[config.mk]
export PLATFORM = sky130hd
export DESIGN_NAME = alu_seq_ctrl
export DESIGN_NICKNAME = d
export VERILOG_FILES = /design/src/rtl/alu_seq_ctrl_pkg.sv /design/src/rtl/alu_seq_ctrl.sv
export SDC_FILE = /design/constraint.sdc
export NUM_CORES = 1
export LEC_CHECK = 0
export ABC_AREA = 1
export CAP_MARGIN = 20
export CORE_MARGIN = 2
export CORE_UTILIZATION = 40
export DETAILED_ROUTE_END_ITERATION = 7
export PLACE_DENSITY = 0.8
export SKIP_CTS_REPAIR_TIMING = 1
export SLEW_MARGIN = 20
export SYNTH_ARGS = -nofsm -noshare
export SYNTH_HDL_FRONTEND = slang
export SYNTH_SLANG_ARGS = --single-unit
[constraint.sdc]
create_clock -name clk -period 1.2 [get_ports clk]
set_input_delay 0.12 -clock clk [delete_from_list [all_inputs] [get_ports clk]]
set_output_delay 0.12 -clock clk [all_outputs]
set_load 0.05 [all_outputs]
[src/rtl/alu_seq_ctrl_pkg.sv]
// Shared encodings for the ALU sequencing front end: operand width, ALU opcodes,
// request opcodes and FSM state encodings.
package alu_seq_ctrl_pkg;

    localparam int DATA_BUS_WIDTH  = 16;
    localparam int ALU_OP_NUM_BITS = 3;
    localparam int REQ_OP_NUM_BITS = 2;

    localparam logic [ALU_OP_NUM_BITS-1:0] ALU_OP_ADD = 3'd0;
    localparam logic [ALU_OP_NUM_BITS-1:0] ALU_OP_SUB = 3'd1;

    typedef enum logic [REQ_OP_NUM_BITS-1:0] {
        REQ_OP_ADD = 2'b00,
        REQ_OP_SUB = 2'b01,
        REQ_OP_CMP = 2'b10,
        REQ_OP_MUL = 2'b11
    } req_op_t;

    typedef enum logic [1:0] {
        ST_IDLE     = 2'd0,
        ST_EXEC     = 2'd1,
        ST_MUL_STEP = 2'd2,
        ST_RESP     = 2'd3
    } state_t;

endpackage

[src/rtl/alu_seq_ctrl.sv]
// Valid/ready sequencer in front of the combinational alu; optional shift-add
// multiply over the ALU adder when ALU_SEQ_MUL_EN is defined.
module alu_seq_ctrl
    import alu_seq_ctrl_pkg::*;
(
    input  logic                        clk,
    input  logic                        rst,
    input  logic                        req_valid,
    output logic                        req_ready,
    input  logic [REQ_OP_NUM_BITS-1:0]  req_op,
    input  logic [DATA_BUS_WIDTH-1:0]   req_a,
    input  logic [DATA_BUS_WIDTH-1:0]   req_b,
    output logic [DATA_BUS_WIDTH-1:0]   alu_a,
    output logic [DATA_BUS_WIDTH-1:0]   alu_b,
    output logic [ALU_OP_NUM_BITS-1:0]  alu_op,
    input  logic [DATA_BUS_WIDTH-1:0]   alu_result,
    input  logic                        alu_z,
    output logic                        rsp_valid,
    input  logic                        rsp_ready,
    output logic [DATA_BUS_WIDTH-1:0]   rsp_result,
    output logic                        rsp_z,
    output logic                        rsp_err
);

    localparam int W     = DATA_BUS_WIDTH;
    localparam int CNT_W = $clog2(W);

    state_t             state_reg;
    req_op_t            op_reg;
    logic [W-1:0]       a_reg;
    logic [W-1:0]       b_reg;
    logic               req_ready_reg;
    logic               rsp_valid_reg;
    logic [W-1:0]       rsp_result_reg;
    logic               rsp_z_reg;
    logic               rsp_err_reg;

`ifdef ALU_SEQ_MUL_EN
    logic [W-1:0]       acc_reg;
    logic [W-1:0]       mcand_reg;
    logic [W-1:0]       mplier_reg;
    logic [CNT_W-1:0]   cnt_reg;
    logic [W-1:0]       acc_next;

    assign acc_next = mplier_reg[0] ? alu_result : acc_reg;
`endif

    assign req_ready  = req_ready_reg;
    assign rsp_valid  = rsp_valid_reg;
    assign rsp_result = rsp_result_reg;
    assign rsp_z      = rsp_z_reg;
    assign rsp_err    = rsp_err_reg;

    // ALU inputs are a pure decode of state and operand registers.
    always_comb begin
        alu_a  = '0;
        alu_b  = '0;
        alu_op = ALU_OP_ADD;
        if (state_reg == ST_EXEC) begin
            alu_a  = a_reg;
            alu_b  = b_reg;
            alu_op = (op_reg == REQ_OP_ADD) ? ALU_OP_ADD : ALU_OP_SUB;
        end
`ifdef ALU_SEQ_MUL_EN
        else if (state_reg == ST_MUL_STEP) begin
            alu_a  = acc_reg;
            alu_b  = mcand_reg;
        end
`endif
    end

    always_ff @(posedge clk) begin
        if (rst) begin
            state_reg      <= ST_IDLE;
            op_reg         <= REQ_OP_ADD;
            a_reg          <= '0;
            b_reg          <= '0;
            req_ready_reg  <= 1'b1;
            rsp_valid_reg  <= 1'b0;
            rsp_result_reg <= '0;
            rsp_z_reg      <= 1'b0;
            rsp_err_reg    <= 1'b0;
`ifdef ALU_SEQ_MUL_EN
            acc_reg        <= '0;
            mcand_reg      <= '0;
            mplier_reg     <= '0;
            cnt_reg        <= '0;
`endif
        end else begin
            case (state_reg)
                ST_IDLE: begin
                    if (req_valid) begin
                        op_reg        <= req_op_t'(req_op);
                        a_reg         <= req_a;
                        b_reg         <= req_b;
                        req_ready_reg <= 1'b0;
                        if (req_op_t'(req_op) == REQ_OP_MUL) begin
`ifdef ALU_SEQ_MUL_EN
                            acc_reg    <= '0;
                            mcand_reg  <= req_a;
                            mplier_reg <= req_b;
                            cnt_reg    <= '0;
                            state_reg  <= ST_MUL_STEP;
`else
                            rsp_result_reg <= '0;
                            rsp_z_reg      <= 1'b1;
                            rsp_err_reg    <= 1'b1;
                            state_reg      <= ST_RESP;
`endif
                        end else begin
                            state_reg <= ST_EXEC;
                        end
                    end
                end
                ST_EXEC: begin
                    // Z is taken straight from the ALU, including its carry-aware semantics.
                    rsp_result_reg <= (op_reg == REQ_OP_CMP) ? '0 : alu_result;
                    rsp_z_reg      <= alu_z;
                    rsp_err_reg    <= 1'b0;
                    state_reg      <= ST_RESP;
                end
                ST_MUL_STEP: begin
`ifdef ALU_SEQ_MUL_EN
                    acc_reg    <= acc_next;
                    mcand_reg  <= mcand_reg << 1;
                    mplier_reg <= mplier_reg >> 1;
                    cnt_reg    <= cnt_reg + 1'b1;
                    if (cnt_reg == CNT_W'(W-1)) begin
                        rsp_result_reg <= acc_next;
                        rsp_z_reg      <= (acc_next == '0);
                        rsp_err_reg    <= 1'b0;
                        state_reg      <= ST_RESP;
                    end
`else
                    state_reg <= ST_IDLE;
`endif
                end
                ST_RESP: begin
                    // First RESP cycle raises valid; later cycles wait for the consumer.
                    if (!rsp_valid_reg) begin
                        rsp_valid_reg <= 1'b1;
                    end else if (rsp_ready) begin
                        rsp_valid_reg <= 1'b0;
                        req_ready_reg <= 1'b1;
                        state_reg     <= ST_IDLE;
                    end
                end
                default: state_reg <= ST_IDLE;
            endcase
        end
    end

endmodule

==> key figures <==
Drt
  – DR pass1 iterations: 4
  – Vias: 2278
  – Max layer used: met4
  – DR WL/cell: ~14 µm
  – Met2 routed wirelength: ~3400 µm
  – Initial drt markers: around 120
  – Post-Route WL: 6690 µm
  – Via-to-Cell Ratio: roughly 4.8
  – ANT nets after route: 0
  – Met3 WL: around 650 µm
  – Wire length on met1: 2580 µm
  – Number of remaining DRC errors: 0

Cells and area
  – Final std cells w/o fill: 475
  – Final Util: 83.1%
  – Share of layout cells above drive strength 1: roughly 28%
  – N_diodes: 0
  – Commonest cells after routing, fill and taps aside: buf_12 (58), a21oi_1 (57), dfxtp_1 (54), clkdlybuf4s50_1 (54), nand2_1 (44)
  – Finished layout cell area: 0.00433 mm²
  – Layout area overhead: 98.0%
  – Final #Nets: around 460
  – Most common cell after layout, fill and taps aside: buf_12

Worst setup path
  – Crit path max-delay family: buffers and inverters
  – Worst Path Required: 1.08 ns
  – CP arrival: 1.28 ns
  – WP buf/inv: 3
  – Critical Path Max Stage Delay: about 0.36 ns
  – FF-to-FF setup slack: -0.06 ns
  – Slowest cell on the critical path: dfxtp_2
  – Critical-path cell list: inv_4, nand2_8, buf_12, nor2_4, buf_12
  – Crit. End Element: primary output
  – Most frequent CP cell: buf_12
  – Crit path kind: reg -> out
  – CP Launch Type: register
  – Critical path peak fanout: 9

STA
  – Final WS setup: -0.201 ns
  – Hold WS: approximately 0.37 ns
  – Hold Violations, Final: 0
  – Final Cycle Share: 117%
  – RSZ-0062 raised after global routing: yes
  – Fin crit period: 1.40 ns
  – Max Slew Vio Count: 0
  – Final setup fails: 55
  – Fmax: ~710 MHz
  – Setup Skew: between 0.007 and 0.008 ns
  – Fin Setup TNS: -6.16 ns

Clock network
  – TritonCTS Buffers: 5
  – Clock Latency Late Sink: around 0.30 ns
  – Clock slew at reported path FFs: ~0.09 ns
  – CTS Sinks: 56
  – Root Buffer Master: clkbuf_8
  – Clock tree buffer depth: 2
  – TritonCTS clock tree: done
  – H-tree depth: 2

Global routing
  – Total grt overflow: 0
  – Largest net degree at the start of global routing: 70
  – Vias in the first global route: between 2k and 2.5k
  – GRT Total Usage: roughly a fifth
  – Antenna violations before repair: 0
  – First-pass GRT wire length: around 10000 µm

Yosys
  – Yosys cell types: 17
  – Post-Synthesis Cell Area: 0.00219 mm²
  – Register area share after synthesis: about 51%
  – Gate Count Post-Synth: 294
  – Yosys reg bits: between 50 and 60
  – Syn Area/Cell: approximately 7.4 µm²
  – Yosys synthesis warning count: 0

Placed design
  – Placer congestion estimate: around 0.79
  – Post-Place Setup Slack: -0.131 ns
  – Dpl cell area: 0.00402 mm²
  – Final HPWL from detailed placement: 4470 µm
  – Post-placement cell count: roughly 470
  – PortBufs: 107

Power
  – LEAKAGE: around 1.6 nW
  – VDD IR-drop max: just under 0.001 V
  – Design Power: roughly 5.3 mW
  – Power per cell area: between 1000 and 1500 mW/mm²

Floorplanning
  – Die Height: 77.9 µm
  – Die width: just under 80 µm
  – Initial Utilization: 42.0%
  – Core ar.: roughly 0.0052 mm²
  – # rows: 26
  – Ports: 110
  – Full die area: between 0.006 and 0.007 mm²

Run status
  – Status: finished with violations
  – Failing checks: setup timing

Worst hold path
  – Hold Path Class: in -> reg

Flow run
  – Max cap viols: 0
-- cell usage after synthesis --
| master | n | share of area, % |
|---|---|---|
| a21oi_1 | 57 | 13 |
| dfxtp_1 | 56 | 51 |
| nand2_1 | 45 | 7.7 |
| inv_1 | 40 | 6.9 |
| nor2_1 | 35 | 6.0 |
| o21ai_0 | 35 | 8.0 |
| clkbuf_1 | 10 | 1.7 |
| buf_2 | 4 | 0.92 |
| buf_4 | 3 | 1.0 |
| buf_6 | 2 | 1.0 |
| a21oi_4 | 1 | 0.74 |
| conb_1 | 1 | 0.17 |
| inv_2 | 1 | 0.17 |
| nand2_2 | 1 | 0.29 |
| nand3_1 | 1 | 0.23 |
| nand3_2 | 1 | 0.46 |
| nor2_2 | 1 | 0.29 |
-- final cells by class --
| cell class | count | area (µm²) |
|---|---|---|
| Tap cell | 70 | 87.6 |
| Sequential cell | 56 | 1120 |
| Clock buffer | 8 | 90.1 |
| Inverter | 41 | 156 |
| Fill cell | 295 | 877 |
| Multi-Input combinational cell | 179 | 1070 |
| Timing Repair Buffer | 121 | 1800 |
-- final timing paths --
| path | from | endpoint | depth (start not counted) |
|---|---|---|---|
| max reg2reg | state_reg[0] | b_reg[10] | 5 |
| max | state_reg[1] | alu_b[13] | 5 |
| min | alu_result[11] | rsp_result[11] | 3 |
| min reg2reg | rsp_result[11] | rsp_result[11] | 2 |
-- per-layer routing --
metal	vias to the layer above	track usage (%)
li1	1138	-
met1	1047	23.1
met2	91	35.5
met3	2	9.07
met4	0	3.33
met5	-	0
-- tightest hold or removal path, stage by stage --
cell,delay (ns)
clkdlybuf4s50_1,0.39
nand2_1,0.06
a21oi_1,0.05
-- report_power, final --
part / total [mW] / leakage (nW) / switching [mW] / internal, mW
clock network: 1.04 / 0.0455 / 0.572 / 0.472
registers: 2.17 / 0.462 / 0.116 / 2.06
logic: 2.13 / 1.12 / 1.17 / 0.955
total: 5.35 / 1.63 / 1.86 / 3.49
-- kinds of logic (layout without fill, tap and decap cells) --
group / after synthesis / after routing / share of synthesized area [%]
compound gates: 93 / 93 / 21.8
simple gates: 84 / 84 / 15.0
buf+inv: 60 / 170 / 11.7
flops: 56 / 56 / 51.3
other cells: 1 / 2 / 0.172
No activity file was read; power rests on OpenSTA's default activity.
